## src/rtl/m6809_core_pkg.sv

```systemverilog
// Shared 6809 core constants: 16-bit sequencer op codes, 8-bit ALU nibble encodings,
// sequencer state encoding and the packed {h,n,z,v,c} flag bundle.
package m6809_core_pkg;

  localparam logic [2:0] ALU16_ADD = 3'd0;
  localparam logic [2:0] ALU16_SUB = 3'd1;
  localparam logic [2:0] ALU16_CMP = 3'd2;
  localparam logic [2:0] ALU16_LD  = 3'd3;
  localparam logic [2:0] ALU16_ST  = 3'd4;

  // Accumulator-class ops (opcode bit 7 set): native low-nibble encoding
  localparam logic [3:0] ALU_OP_SUB = 4'h0;
  localparam logic [3:0] ALU_OP_CMP = 4'h1;
  localparam logic [3:0] ALU_OP_SBC = 4'h2;
  localparam logic [3:0] ALU_OP_AND = 4'h4;
  localparam logic [3:0] ALU_OP_BIT = 4'h5;
  localparam logic [3:0] ALU_OP_LD  = 4'h6;
  localparam logic [3:0] ALU_OP_ST  = 4'h7;
  localparam logic [3:0] ALU_OP_EOR = 4'h8;
  localparam logic [3:0] ALU_OP_ADC = 4'h9;
  localparam logic [3:0] ALU_OP_OR  = 4'hA;
  localparam logic [3:0] ALU_OP_ADD = 4'hB;

  // Read-modify-write / inherent ops (opcode bit 7 clear)
  localparam logic [3:0] RMW_NEG = 4'h0;
  localparam logic [3:0] RMW_COM = 4'h3;
  localparam logic [3:0] RMW_LSR = 4'h4;
  localparam logic [3:0] RMW_ROR = 4'h6;
  localparam logic [3:0] RMW_ASR = 4'h7;
  localparam logic [3:0] RMW_ASL = 4'h8;
  localparam logic [3:0] RMW_ROL = 4'h9;
  localparam logic [3:0] RMW_DEC = 4'hA;
  localparam logic [3:0] RMW_INC = 4'hC;
  localparam logic [3:0] RMW_TST = 4'hD;
  localparam logic [3:0] RMW_CLR = 4'hF;

  typedef enum logic [1:0] {
    ST_IDLE = 2'd0,
    ST_LO   = 2'd1,
    ST_HI   = 2'd2,
    ST_DONE = 2'd3
  } seq_state_e;

  typedef struct packed {
    logic h;
    logic n;
    logic z;
    logic v;
    logic c;
  } cc5_t;

  // CMP, BIT and ST only set flags; everything else writes its result back
  function automatic logic op8_writes_back(input logic [3:0] op, input logic op7);
    return !((op == ALU_OP_CMP) || (op == ALU_OP_BIT) || ((op == ALU_OP_ST) && op7));
  endfunction

endpackage

```

## src/rtl/m6809_core_alu8.sv

```systemverilog
// Combinational 6809 8-bit ALU. SBC takes its carry-in as not-borrow (adder style);
// subtract carry-out is reported 6809 style, i.e. C=1 means a borrow occurred.
module m6809_core_alu8
  import m6809_core_pkg::*;
(
  input  logic       i_val_clock,
  input  logic [3:0] i_op,
  input  logic       i_op7,
  input  logic [7:0] i_in_a,
  input  logic [7:0] i_in_b,
  input  logic       i_c_in,
  input  logic       i_v_in,
  input  logic       i_h_in,
  output logic [7:0] o_out,
  output cc5_t       o_flags
);

  logic       w_is_sub;
  logic [7:0] w_opb;
  logic       w_cy;
  logic [8:0] w_sum;
  logic [7:0] w_res;
  cc5_t       w_fl;

  always_comb begin
    w_is_sub = 1'b0;
    w_cy     = 1'b0;
    if (i_op7) begin
      case (i_op)
        ALU_OP_SUB, ALU_OP_CMP: begin w_is_sub = 1'b1; w_cy = 1'b1;   end
        ALU_OP_SBC:             begin w_is_sub = 1'b1; w_cy = i_c_in; end
        ALU_OP_ADC:             w_cy = i_c_in;
        default:                ;
      endcase
    end
  end

  assign w_opb = w_is_sub ? ~i_in_b : i_in_b;
  assign w_sum = {1'b0, i_in_a} + {1'b0, w_opb} + {8'd0, w_cy};

  always_comb begin
    w_res = i_in_a;
    w_fl  = '{h: i_h_in, n: 1'b0, z: 1'b0, v: i_v_in, c: i_c_in};
    if (i_op7) begin
      case (i_op)
        ALU_OP_SUB, ALU_OP_CMP, ALU_OP_SBC: begin
          w_res  = w_sum[7:0];
          w_fl.c = ~w_sum[8];
          w_fl.v = (i_in_a[7] != i_in_b[7]) && (w_sum[7] != i_in_a[7]);
        end
        ALU_OP_ADD, ALU_OP_ADC: begin
          w_res  = w_sum[7:0];
          w_fl.c = w_sum[8];
          w_fl.v = (i_in_a[7] == i_in_b[7]) && (w_sum[7] != i_in_a[7]);
          w_fl.h = i_in_a[4] ^ i_in_b[4] ^ w_sum[4];
        end
        ALU_OP_AND, ALU_OP_BIT: begin w_res = i_in_a & i_in_b; w_fl.v = 1'b0; end
        ALU_OP_LD:              begin w_res = i_in_b;          w_fl.v = 1'b0; end
        ALU_OP_ST:              begin w_res = i_in_a;          w_fl.v = 1'b0; end
        ALU_OP_EOR:             begin w_res = i_in_a ^ i_in_b; w_fl.v = 1'b0; end
        ALU_OP_OR:              begin w_res = i_in_a | i_in_b; w_fl.v = 1'b0; end
        default:                ;
      endcase
    end else begin
      case (i_op)
        RMW_NEG: begin
          w_res  = 8'd0 - i_in_a;
          w_fl.c = |i_in_a;
          w_fl.v = (i_in_a == 8'h80);
        end
        RMW_COM: begin w_res = ~i_in_a; w_fl.v = 1'b0; w_fl.c = 1'b1; end
        RMW_LSR: begin w_res = {1'b0, i_in_a[7:1]};      w_fl.c = i_in_a[0]; end
        RMW_ROR: begin w_res = {i_c_in, i_in_a[7:1]};    w_fl.c = i_in_a[0]; end
        RMW_ASR: begin w_res = {i_in_a[7], i_in_a[7:1]}; w_fl.c = i_in_a[0]; end
        RMW_ASL: begin
          w_res  = {i_in_a[6:0], 1'b0};
          w_fl.c = i_in_a[7];
          w_fl.v = i_in_a[7] ^ i_in_a[6];
        end
        RMW_ROL: begin
          w_res  = {i_in_a[6:0], i_c_in};
          w_fl.c = i_in_a[7];
          w_fl.v = i_in_a[7] ^ i_in_a[6];
        end
        RMW_DEC: begin w_res = i_in_a - 8'd1; w_fl.v = (i_in_a == 8'h80); end
        RMW_INC: begin w_res = i_in_a + 8'd1; w_fl.v = (i_in_a == 8'h7F); end
        RMW_TST: w_fl.v = 1'b0;
        RMW_CLR: begin w_res = 8'd0; w_fl.v = 1'b0; w_fl.c = 1'b0; end
        default: ;
      endcase
    end
    w_fl.n = w_res[7];
    w_fl.z = (w_res == 8'd0);
  end

  assign o_out   = w_res;
  assign o_flags = w_fl;

  ap_op_known: assert property (@(posedge i_val_clock) !$isunknown({i_op7, i_op, i_c_in}));

endmodule

```

## src/rtl/m6809_core_alu16_seq.sv

```systemverilog
// Runs 16-bit D-register ops as two chained byte passes (low, then high) through the
// shared 8-bit ALU, and single 8-bit ops as one pass; owns the ALU while busy.
module m6809_core_alu16_seq
  import m6809_core_pkg::*;
(
  input  logic        i_clk,
  input  logic        i_reset_n,
  input  logic        i_start,
  input  logic        i_wide,
  input  logic [2:0]  i_op16,
  input  logic [3:0]  i_op8,
  input  logic        i_op8_7,
  input  logic [15:0] i_a16,
  input  logic [15:0] i_b16,
  input  logic [2:0]  i_cc_in,
  output logic        o_ready,
  output logic        o_busy,
  output logic        o_done,
  output logic        o_wb,
  output logic [15:0] o_result,
  output logic [4:0]  o_cc_out
);

  seq_state_e  r_state;
  logic        r_wide;
  logic [2:0]  r_op16;
  logic [3:0]  r_op8;
  logic        r_op8_7;
  logic [15:0] r_a;
  logic [15:0] r_b;
  logic [2:0]  r_cc;      // {h,v,c}
  logic [7:0]  r_lo;
  logic        r_c_lo;
  logic        r_z_lo;
  logic [15:0] r_result;
  cc5_t        r_cc_out;
  logic        r_wb;

  logic [3:0]  w_alu_op;
  logic        w_alu_op7;
  logic [7:0]  w_alu_a;
  logic [7:0]  w_alu_b;
  logic        w_alu_cin;
  logic        w_alu_vin;
  logic        w_alu_hin;
  logic [7:0]  w_alu_out;
  cc5_t        w_alu_fl;

  logic [15:0] w_res16;
  cc5_t        w_cc16;
  logic        w_wb16;

  // ALU lines stay quiet outside the two pass states
  always_comb begin
    w_alu_op  = 4'd0;
    w_alu_op7 = 1'b0;
    w_alu_a   = 8'd0;
    w_alu_b   = 8'd0;
    w_alu_cin = 1'b0;
    w_alu_vin = 1'b0;
    w_alu_hin = 1'b0;
    case (r_state)
      ST_LO: begin
        w_alu_a   = r_a[7:0];
        w_alu_b   = r_b[7:0];
        w_alu_cin = r_cc[0];
        w_alu_vin = r_cc[1];
        w_alu_hin = r_cc[2];
        if (r_wide) begin
          w_alu_op7 = 1'b1;
          case (r_op16)
            ALU16_ADD:            w_alu_op = ALU_OP_ADD;
            ALU16_SUB, ALU16_CMP: w_alu_op = ALU_OP_SUB;
            default:              w_alu_op = ALU_OP_LD;
          endcase
        end else begin
          w_alu_op  = r_op8;
          w_alu_op7 = r_op8_7;
        end
      end
      ST_HI: begin
        w_alu_a   = r_a[15:8];
        w_alu_b   = r_b[15:8];
        w_alu_op7 = 1'b1;
        w_alu_vin = r_cc[1];
        w_alu_hin = r_cc[2];
        case (r_op16)
          ALU16_ADD: begin w_alu_op = ALU_OP_ADC; w_alu_cin = r_c_lo;  end
          ALU16_SUB, ALU16_CMP: begin
            w_alu_op  = ALU_OP_SBC;
            w_alu_cin = ~r_c_lo;  // low pass reported borrow; SBC wants not-borrow
          end
          default:   begin w_alu_op = ALU_OP_LD;  w_alu_cin = r_cc[0]; end
        endcase
      end
      default: ;
    endcase
  end

  m6809_core_alu8 u_alu8 (
    .i_val_clock (i_clk),
    .i_op        (w_alu_op),
    .i_op7       (w_alu_op7),
    .i_in_a      (w_alu_a),
    .i_in_b      (w_alu_b),
    .i_c_in      (w_alu_cin),
    .i_v_in      (w_alu_vin),
    .i_h_in      (w_alu_hin),
    .o_out       (w_alu_out),
    .o_flags     (w_alu_fl)
  );

  // Word flags come from the full operands, not from the high-byte ALU flags
  assign w_res16 = {w_alu_out, r_lo};

  always_comb begin
    w_cc16.h = r_cc[2];
    w_cc16.n = w_res16[15];
    w_cc16.z = r_z_lo && (w_alu_out == 8'd0);
    w_cc16.v = 1'b0;
    w_cc16.c = r_cc[0];
    w_wb16   = 1'b0;
    case (r_op16)
      ALU16_ADD: begin
        w_cc16.c = (r_a > ~r_b);  // a+b overflows 16 bits exactly when a > 0xFFFF-b
        w_cc16.v = (r_a[15] == r_b[15]) && (w_res16[15] != r_a[15]);
        w_wb16   = 1'b1;
      end
      ALU16_SUB, ALU16_CMP: begin
        w_cc16.c = (r_a < r_b);
        w_cc16.v = (r_a[15] != r_b[15]) && (w_res16[15] != r_a[15]);
        w_wb16   = (r_op16 == ALU16_SUB);
      end
      ALU16_LD: w_wb16 = 1'b1;
      default:  ;
    endcase
  end

  always_ff @(posedge i_clk or negedge i_reset_n) begin
    if (!i_reset_n) begin
      r_state  <= ST_IDLE;
      r_wide   <= 1'b0;
      r_op16   <= 3'd0;
      r_op8    <= 4'd0;
      r_op8_7  <= 1'b0;
      r_a      <= 16'd0;
      r_b      <= 16'd0;
      r_cc     <= 3'd0;
      r_lo     <= 8'd0;
      r_c_lo   <= 1'b0;
      r_z_lo   <= 1'b0;
      r_result <= 16'd0;
      r_cc_out <= '0;
      r_wb     <= 1'b0;
    end else begin
      case (r_state)
        ST_IDLE, ST_DONE: begin
          if (i_start) begin
            r_wide  <= i_wide;
            r_op16  <= i_op16;
            r_op8   <= i_op8;
            r_op8_7 <= i_op8_7;
            r_a     <= i_a16;
            r_b     <= i_b16;
            r_cc    <= i_cc_in;
            r_state <= ST_LO;
          end else begin
            r_state <= ST_IDLE;
          end
        end
        ST_LO: begin
          r_lo   <= w_alu_out;
          r_c_lo <= w_alu_fl.c;
          r_z_lo <= w_alu_fl.z;
          if (r_wide) begin
            r_state <= ST_HI;
          end else begin
            r_state  <= ST_DONE;
            r_result <= {r_a[15:8], w_alu_out};
            r_cc_out <= w_alu_fl;
            r_wb     <= op8_writes_back(r_op8, r_op8_7);
          end
        end
        ST_HI: begin
          r_state  <= ST_DONE;
          r_result <= w_res16;
          r_cc_out <= w_cc16;
          r_wb     <= w_wb16;
        end
        default: r_state <= ST_IDLE;
      endcase
    end
  end

  assign o_ready  = (r_state == ST_IDLE) || (r_state == ST_DONE);
  assign o_busy   = (r_state == ST_LO) || (r_state == ST_HI);
  assign o_done   = (r_state == ST_DONE);
  assign o_wb     = r_wb;
  assign o_result = r_result;
  assign o_cc_out = r_cc_out;

endmodule

```

## config.mk

```make
export PLATFORM = sky130hd
export DESIGN_NAME = m6809_core_alu16_seq
export DESIGN_NICKNAME = d
export VERILOG_FILES = /design/src/rtl/m6809_core_pkg.sv /design/src/rtl/m6809_core_alu8.sv /design/src/rtl/m6809_core_alu16_seq.sv
export SDC_FILE = /design/constraint.sdc
export NUM_CORES = 1
export LEC_CHECK = 0
export CAP_MARGIN = 30
export CORE_ASPECT_RATIO = 0.5
export CORE_MARGIN = 8
export CORE_UTILIZATION = 50
export CTS_CLUSTER_SIZE = 12
export DETAILED_ROUTE_END_ITERATION = 12
export GPL_ROUTABILITY_DRIVEN = 0
export PLACE_DENSITY = 0.72
export RECOVER_POWER = 25
export SLEW_MARGIN = 20
export SYNTH_ARGS = -nofsm -noshare
export SYNTH_HDL_FRONTEND = slang
export SYNTH_SLANG_ARGS = --single-unit
```

## constraint.sdc

```tcl
create_clock -name i_clk -period 6.5 [get_ports i_clk]
set_clock_uncertainty 0.2 [all_clocks]
set_input_delay 0.65 -clock i_clk [delete_from_list [all_inputs] [get_ports i_clk]]
set_output_delay 0.65 -clock i_clk [all_outputs]
set_load 0.05 [all_outputs]
```

==> results_dict.tcl <==
set metrics [dict create \
    outcome "complete, but fails checks" \
    failed_checks "max-capacitance violations, max-slew violations" \
    hpwl_um 15700 \
    place_inst 965 \
    ant_nets 0 \
    clockBufferDepth 2 \
    cp_data_required_time_ps 6520 \
    avgSynthCellArea_sq_um 9.10 \
    die_w_um 181 \
    wl_um 20500 \
    finalCritPeriodShare 0.911 \
    critPathArrivalTime_ps 5940 \
    worstPathMaxFanout 12 \
    slew_viol_final 51 \
    ys_warn_count 0 \
    clkLatencyLatePin_ps 330 \
    drc_errors 0 \
    multi_input_area_sq_um 4430 \
    synth_edf_count 0 \
    regArea_sq_um 1950 \
    crit_type "flop to flop" \
    core-area_sq_um 13400 \
    grt-ovfl-total 0 \
    critPathLaunchType "flop" \
    area_delta_synth_final_pct 16.1 \
    cts_hold_buf 0 \
    grt_pass1_vias 6000 \
    antenna_found_initial 0 \
    finalHoldViolCount 0 \
    setup_viol 0 \
    ys.flop_type "dfrtp_1" \
    drv_cap 1 \
    cts_buffers 9 \
    rows 30 \
    r2r_end "o_cc_out[2]" \
    postSynthCellCount 748 \
    post-route-min-period_ps 5920 \
    rsz0062_at_grt "no" \
    grt_pass1_wl_um 32900 \
    start_util 0.507 \
    r2r_slack_ps 580 \
    cts_max_level 3 \
    cts_tree "built" \
    io_pins 72 \
    wl_per_cell_um 20.9 \
    grt_max_degree 79 \
    synth-seq-cells 78 \
    fin_tns_setup_ps 0 \
    relSlewSlack -0.770 \
    min_from "o_result[11]" \
    antenna_cells 0 \
    synth_nets 865 \
    min_path_type "flop to flop" \
    end_kind "flop" \
    portBuffers 71 \
    syn-cell-area_sq_um 6810 \
    yosysUniqueCellTypes 90 \
    ys_seq_area_frac 0.287 \
    rr_worst_depth 19 \
    via_count 6206 \
    root_buffer "clkbuf_16" \
    die_h_um 98.5 \
    dr.pass1.iters 5 \
    drive_gt1_frac 0.133 \
    hold_end "o_result[11]" \
    hold_depth 2 \
    cts_resized 0 \
    vias_per_cell 6.32 \
    worst_pin_slew_ps 2650 \
    die_area_sq_um 17800 \
    r2r-start "r_state[0]" \
    clk_pin_slew_ps 60 \
    fill_cells 1143 \
    postCtsSetupRepairBufs 0 \
    max_freq_mhz 169 \
    synthArstFlopShare 1.00 \
    drt_iter0_drc 768 \
    nNetsFinal 918 \
    cts.sinks 78 \
    grtUsageTotal 0.228 \
    stdcell_count 982 \
]
## how the worst max path moves through the flow
stage	from	end	slack, ps	cells past startpoint
3_5_place_dp	r_state[0]	o_cc_out[2]	740	19
5_1_grt	r_state[1]	o_cc_out[2]	240	20
2_1_floorplan	r_state[0]	o_cc_out[2]	890	20
3_3_place_gp	r_state[0]	o_cc_out[2]	960	19
4_1_cts	r_state[0]	o_cc_out[2]	710	19
6_report	r_state[0]	o_cc_out[2]	580	19
## Yosys cell counts (9+ instances only)
master | n | area, sq um
dfrtp_1 | 78 | 1950
clkbuf_1 | 14 | 52.6
nand2_1 | 53 | 199
nor2_1 | 53 | 199
a31oi_1 | 13 | 81.3
inv_1 | 49 | 184
xnor2_1 | 20 | 175
a22oi_1 | 25 | 188
mux2_2 | 48 | 541
ha_1 | 67 | 838
a211oi_1 | 9 | 67.6
o21ai_0 | 43 | 215
o21ai_1 | 10 | 50.1
a221oi_1 | 10 | 87.6
a21oi_1 | 49 | 245
buf_4 | 13 | 97.6
a21o_1 | 13 | 97.6
## worst max-delay path: stages, from the launching register on
cell and delay (ps):
dfrtp_1 400, ha_1 360, and3b_1 320, a31oi_2 300
a2bb2oi_2 290, a21oi_1 150, nor2_1 700, xnor2_1 210
fa_1 460, fa_1 440, a211oi_1 230, o21bai_1 100
a21oi_1 230, xnor2_1 160, a221oi_1 110, o21ai_0 170
o31ai_1 160, a221oi_2 420, nor4_2 110, a32o_1 270
## layout by cell type (no fill, tap or decap), drive strengths merged, types with 7 or more instances in the layout
cell type	count
a211oi	9
nand4	7
nor3	9
o21ai	54
buf	10
nor2	53
or2	8
xnor2	20
mux2	48
inv	53
a21o	13
clkdlybuf4s50	70
o21bai	8
a31oi	15
mux2i	8
a22oi	25
o211ai	8
dfrtp	78
a21oi	52
a221oi	11
clkbuf	14
nand2	54
nor4	9
ha	67
## logic make-up after synthesis
group	after synthesis	share of synthesized area
simple gates	170	0.127
xor+xnor	26	0.0362
fa+ha+maj	70	0.132
compound gates	253	0.263
flops	78	0.287
mux	56	0.0911
buf+inv	95	0.0643
## sequential cells by signal (all words and copies together) (netlist names)
register and cells:
r_cc 3, r_op16 3, r_op8 4, o_cc_out 5, r_wide 1, r_a 16, r_c_lo 1, r_b 16
o_wb 1, o_result 16, r_lo 8, r_op8_7 1, r_state 2, r_z_lo 1
## layout make-up
type / instances / share of cell area
clock inverters: 4 / 0.00696
flip-flops and latches: 78 / 0.247
inverters: 55 / 0.0261
multi-input cells: 575 / 0.560
repair buffers: 82 / 0.101
clock buffers: 12 / 0.0312
well taps: 176 / 0.0279
## per-stage QoR
stage	hold WS, ps	instance area [sq um]	utilization	setup WS (ps)
after global placement	254	7580	0.564	964
after CTS	275	7910	0.588	713
after detailed placement	263	7600	0.566	744
final	272	7910	0.588	578
after floorplan	154	6810	-	892
after global routing	312	7910	0.588	236
## layer usage
metal | global-route usage | share of wire | wire (um)
met1 | 0.310 | 0.44 | 9020
met4 | 0.0802 | 0.027 | 551
met2 | 0.347 | 0.44 | 8990
met5 | 0 | 0 | 0
met3 | 0.0558 | 0.095 | 1940
Power is not shown: default switching activity piles up to over one toggle a cycle in this logic, so the estimate is an artifact.
